`src/rtl/nes_controller_reader.sv`:
```
// NES controller reader: drives latch/clock toward the pad, shifts in the 8 serial
// button bits and presents them active-high with a one-cycle valid strobe.
module nes_controller_reader #(
    parameter int HALF_PERIOD = 150
) (
    input  logic       clk,
    input  logic       reset,
    input  logic       start,
    input  logic       nes_data,
    output logic       nes_latch,
    output logic       nes_clk,
    output logic [7:0] buttons,
    output logic       valid,
    output logic       busy
);

    localparam int CW = $clog2(2 * HALF_PERIOD);

    typedef enum logic [2:0] {
        IDLE,
        LATCH,
        WAIT,
        CLK_HI,
        CLK_LO,
        DONE
    } state_t;

    state_t        state, state_d;
    logic [CW-1:0] cnt;
    logic [2:0]    idx, idx_d;
    logic [7:0]    shift, shift_d;
    logic          sync1, sync2;
    logic          last_full, last_half;

    // Pad data is asynchronous; idle level is high (nothing pressed).
    always_ff @(posedge clk or posedge reset) begin
        if (reset) begin
            sync1 <= 1'b1;
            sync2 <= 1'b1;
        end else begin
            sync1 <= nes_data;
            sync2 <= sync1;
        end
    end

    assign last_full = (cnt == CW'(2 * HALF_PERIOD - 1));
    assign last_half = (cnt == CW'(HALF_PERIOD - 1));

    always_comb begin
        state_d = state;
        idx_d   = idx;
        shift_d = shift;
        case (state)
            IDLE: begin
                if (start) begin
                    state_d = LATCH;
                    idx_d   = 3'd0;
                end
            end
            LATCH: begin
                if (last_full) state_d = WAIT;
            end
            WAIT: begin
                if (last_half) begin
                    shift_d[idx] = sync2;
                    state_d      = CLK_HI;
                end
            end
            CLK_HI: begin
                if (last_half) begin
                    idx_d   = idx + 3'd1;
                    state_d = CLK_LO;
                end
            end
            CLK_LO: begin
                if (last_half) begin
                    shift_d[idx] = sync2;
                    state_d      = (idx == 3'd7) ? DONE : CLK_HI;
                end
            end
            DONE: begin
                state_d = IDLE;
            end
            default: begin
                state_d = IDLE;
            end
        endcase
    end

    always_ff @(posedge clk or posedge reset) begin
        if (reset) begin
            state <= IDLE;
            cnt   <= '0;
            idx   <= 3'd0;
            shift <= 8'hFF;
        end else begin
            state <= state_d;
            idx   <= idx_d;
            shift <= shift_d;
            if (state_d != state || state == IDLE) cnt <= '0;
            else                                   cnt <= cnt + 1'b1;
        end
    end

    // Outputs are decoded from the next state so each pin tracks its state exactly
    // while still coming straight out of a flop. buttons takes shift_d so the
    // final bit, sampled on the same edge, is included.
    always_ff @(posedge clk or posedge reset) begin
        if (reset) begin
            nes_latch <= 1'b0;
            nes_clk   <= 1'b0;
            busy      <= 1'b0;
            valid     <= 1'b0;
            buttons   <= 8'h00;
        end else begin
            nes_latch <= (state_d == LATCH);
            nes_clk   <= (state_d == CLK_HI);
            busy      <= (state_d == LATCH) || (state_d == WAIT) ||
                         (state_d == CLK_HI) || (state_d == CLK_LO);
            valid     <= (state_d == DONE);
            if (state_d == DONE) buttons <= ~shift_d;
        end
    end

endmodule

```
`config.mk`:
```
export PLATFORM = sky130hd
export DESIGN_NAME = nes_controller_reader
export DESIGN_NICKNAME = d
export VERILOG_FILES = /design/src/rtl/nes_controller_reader.sv
export SDC_FILE = /design/constraint.sdc
export NUM_CORES = 1
export LEC_CHECK = 0
export ABC_AREA = 0
export CAP_MARGIN = 30
export CORE_ASPECT_RATIO = 1.1
export CORE_UTILIZATION = 30
export CTS_CLUSTER_DIAMETER = 120
export DETAILED_ROUTE_END_ITERATION = 10
export SLEW_MARGIN = 15
export SYNTH_ARGS = -nofsm -noshare
export SYNTH_HDL_FRONTEND = slang
export SYNTH_SLANG_ARGS = --single-unit
```
`constraint.sdc`:
```
create_clock -name clk -period 3.05 [get_ports clk]
set_input_delay 0.7625 -clock clk [delete_from_list [all_inputs] [get_ports clk]]
set_output_delay 0.7625 -clock clk [all_outputs]
set_load 0.02 [all_outputs]
```
==> metrics.txt <==
Max Cap Viol 0; Post-Synthesis Cells 163; WP buf/inv 1; Max clock buf depth 2; Die H 81.2 um; Net Count, Synth 171; hold_buf cts 0; antenna violations before repair 0; worst min path class reg2reg; Die ar. 6000 um^2; Global Route Usage Sum 12.1%; hold depth 0; DIE WIDTH 74.0 um; DRC 0; drt wl/cell 12.1 um; vias in the first global route 1179; R2R depth 8; worst IR drop on VDD 200 uV; Distinct cells, synth 36; DP Worst Slack 683 ps; TritonCTS Buffers 5; Worst-path clk slew 70 ps; CP Cell Sequence inv_1 -> ha_1 -> nand4bb_1 -> or2_0 -> a22o_1 -> a221oi_2 -> nand2_1 -> xor2_1; drt first pass iters 4; fin crit share 72.7%; area of the core 5430 um^2; CTS HTree Levels 2; slowest stage cell, crit path or2_0; latest clock arrival within the worst-skew pair 280 ps; clk root buf clkbuf_8; synthesized area 1710 um^2; wire length after detailed routing 3110 um; Post-CTS Resized 0; CTS tree yes; crit path max fanout 8; ANT cells 0; # nets final 189; Final setup viols 0; hold_ws 357 ps; io pins 16; status finished, final reports clean; crit-path leading delay family simple AND/OR/NAND/NOR gates; gpl congestion 0.797; Synth warnings 0; Critical R2R Capture busy; std cell rows 28; Pleak 0.822 nW; grt total ovfl 0; ANT nets after route 0; number of cells on the critical path 8; share of post-route cells with drive strength above 1 15.9%; post-CTS setup buffers 0; worst-margin pin slew 571 ps; Hold Path Origin sync1; fin. max-slew vios 0; Max-slew headroom 61.9%; CP Launch Point cnt[1]; reg2reg start cnt[1]; sequential share of the synthesized area 54.9%; dpl hpwl 2130 um; CP arrival 2380 ps; Worst setup EP type flip-flop; RSZ-0062 raised after global routing false; worst clock skew 6.98 ps; critical path type reg2reg; final worst setup slack 833 ps; via count 1190; Final min period 2220 ps; flops & latches, synth 37; placed cell count 249; Final Hold Fails 0; pwr/cell area 412 nW/um^2; Area Growth Syn to Fin 17.7%; Largest stage delay, worst path 420 ps; Avg Vias per Cell 4.63; Clock Sinks 37; largest net degree at the start of global routing 38; post-route setup TNS 0 ps; Post-Layout Cell Count 257; total power 0.829 mW; crit start category flip-flop; starting DRC count in detailed routing 28; Mean Syn Cell Area 10.5 um^2; Initial Util 31.5%; IO Port Bufs 15; Register-to-Register Setup Slack 830 ps; first-pass GRT wire length 5480 um; fmax 451 MHz; Hold Path End sync2; Req. time, crit path 3220 ps
==> layer usage <==
metal / vias to the layer above / wire length (um) / GRT usage, % / share of wire [%]
li1: 596 / - / - / -
met1: 567 / 1430 / 14.8 / 46
met5: - / 0 / 0 / 0
met3: 4 / 99 / 3.10 / 3.2
met4: 0 / 50 / 6.73 / 1.6
met2: 23 / 1530 / 19.4 / 49
==> stage by stage <==
| stage | instance area (um^2) | util (%) |
|---|---|---|
| finish | 2010 | 37.1 |
| global route | 2010 | 37.1 |
| CTS | 2010 | 37.1 |
| detailed placement | 1930 | 35.6 |
| global placement | 1930 | 35.6 |
| floorplan | 1710 | - |
==> kinds of logic after synthesis <==
group | synth area share, %
AO/OA/AOI/OAI | 7.39
XOR/XNOR | 5.12
adder cells (fa/ha/maj) | 2.93
buffers and inverters | 3.44
flip-flops | 54.9
multiplexers | 5.49
AND/OR/NAND/NOR | 20.7
==> cells in the final DEF, fill, tap and decap left out, types with 2 or more instances in the layout <==
master,n
nand3_1,12
clkbuf_8,5
o21ai_0,7
nand2_1,20
dfrtp_1,27
dfstp_2,10
nor3_1,2
nor3_2,2
a21oi_1,3
nand4_1,4
xnor2_1,4
nor2_1,19
nand4bb_1,2
nor4_1,2
inv_1,8
ha_1,4
o21ai_1,5
xor2_1,6
mux2_2,7
clkdlybuf4s50_1,15
clkbuf_1,3
==> worst max-delay path by stage <==
stage               endpoint  slack, ps
floorplan               busy       1120
global placement        busy        720
detailed placement      busy        680
CTS                     busy        840
global route            busy        650
finish                  busy        830
==> worst register-to-register path, delay by kind of cell (launching register included) <==
family | cells | cell delay [ps]
and+or+nand+nor | 3 | 710
xor gates and xnor gates | 1 | 150
AOI/OAI and AO/OA | 2 | 640
DFF | 1 | 410
buffers and inverters | 1 | 60
adders and majority gates | 1 | 140
==> flip-flops by register name, indices dropped and copies added, names as in the netlist <==
register,cells
sync2,1
valid,1
nes_latch,1
state,3
shift,8
idx,3
nes_clk,1
cnt,9
buttons,8
sync1,1
busy,1
==> cell type report <==
| cell class | count | area [um^2] |
|---|---|---|
| clock buffers | 8 | 80.1 |
| fillers | 558 | 3420 |
| inverters | 8 | 30.0 |
| multi-input cells | 113 | 712 |
| flip-flops and latches | 37 | 938 |
| well taps | 75 | 93.8 |
| repair buffers | 16 | 158 |
==> cell usage after synthesis (all sizes together) <==
| cell | n | area, um^2 |
|---|---|---|
| dfstp | 10 | 263 |
| a22o | 1 | 8.76 |
| a221oi | 1 | 15.0 |
| buf | 4 | 25.0 |
| xor2 | 6 | 52.6 |
| xnor2 | 4 | 35.0 |
| o21ai | 12 | 60.1 |
| nor3 | 4 | 30.0 |
| a21oi | 4 | 23.8 |
| inv | 8 | 30.0 |
| ha | 4 | 50.1 |
| or2 | 1 | 6.26 |
| dfrtp | 27 | 676 |
| nor3b | 1 | 7.51 |
| nor2 | 19 | 71.3 |
| nor4 | 2 | 12.5 |
| o32a | 1 | 10.0 |
| nand4 | 4 | 25.0 |
| mux2 | 8 | 93.8 |
| nand3 | 12 | 60.1 |
| clkbuf | 1 | 3.75 |
| and3 | 1 | 6.26 |
| nor2b | 1 | 6.26 |
| a2111oi | 1 | 8.76 |
| nand2b | 1 | 6.26 |
| nand2 | 20 | 75.1 |
| or3b | 1 | 8.76 |
| and4 | 1 | 8.76 |
| nand4bb | 2 | 22.5 |
| or4 | 1 | 7.51 |
==> where the power goes <==
group / switching, mW / internal, mW
Clock: 0.157 / 0.162
Sequential: 0.00145 / 0.494
Combinational: 0.0100 / 0.00453
Total: 0.168 / 0.660
Note: power is estimated with default switching activity, not from simulation.
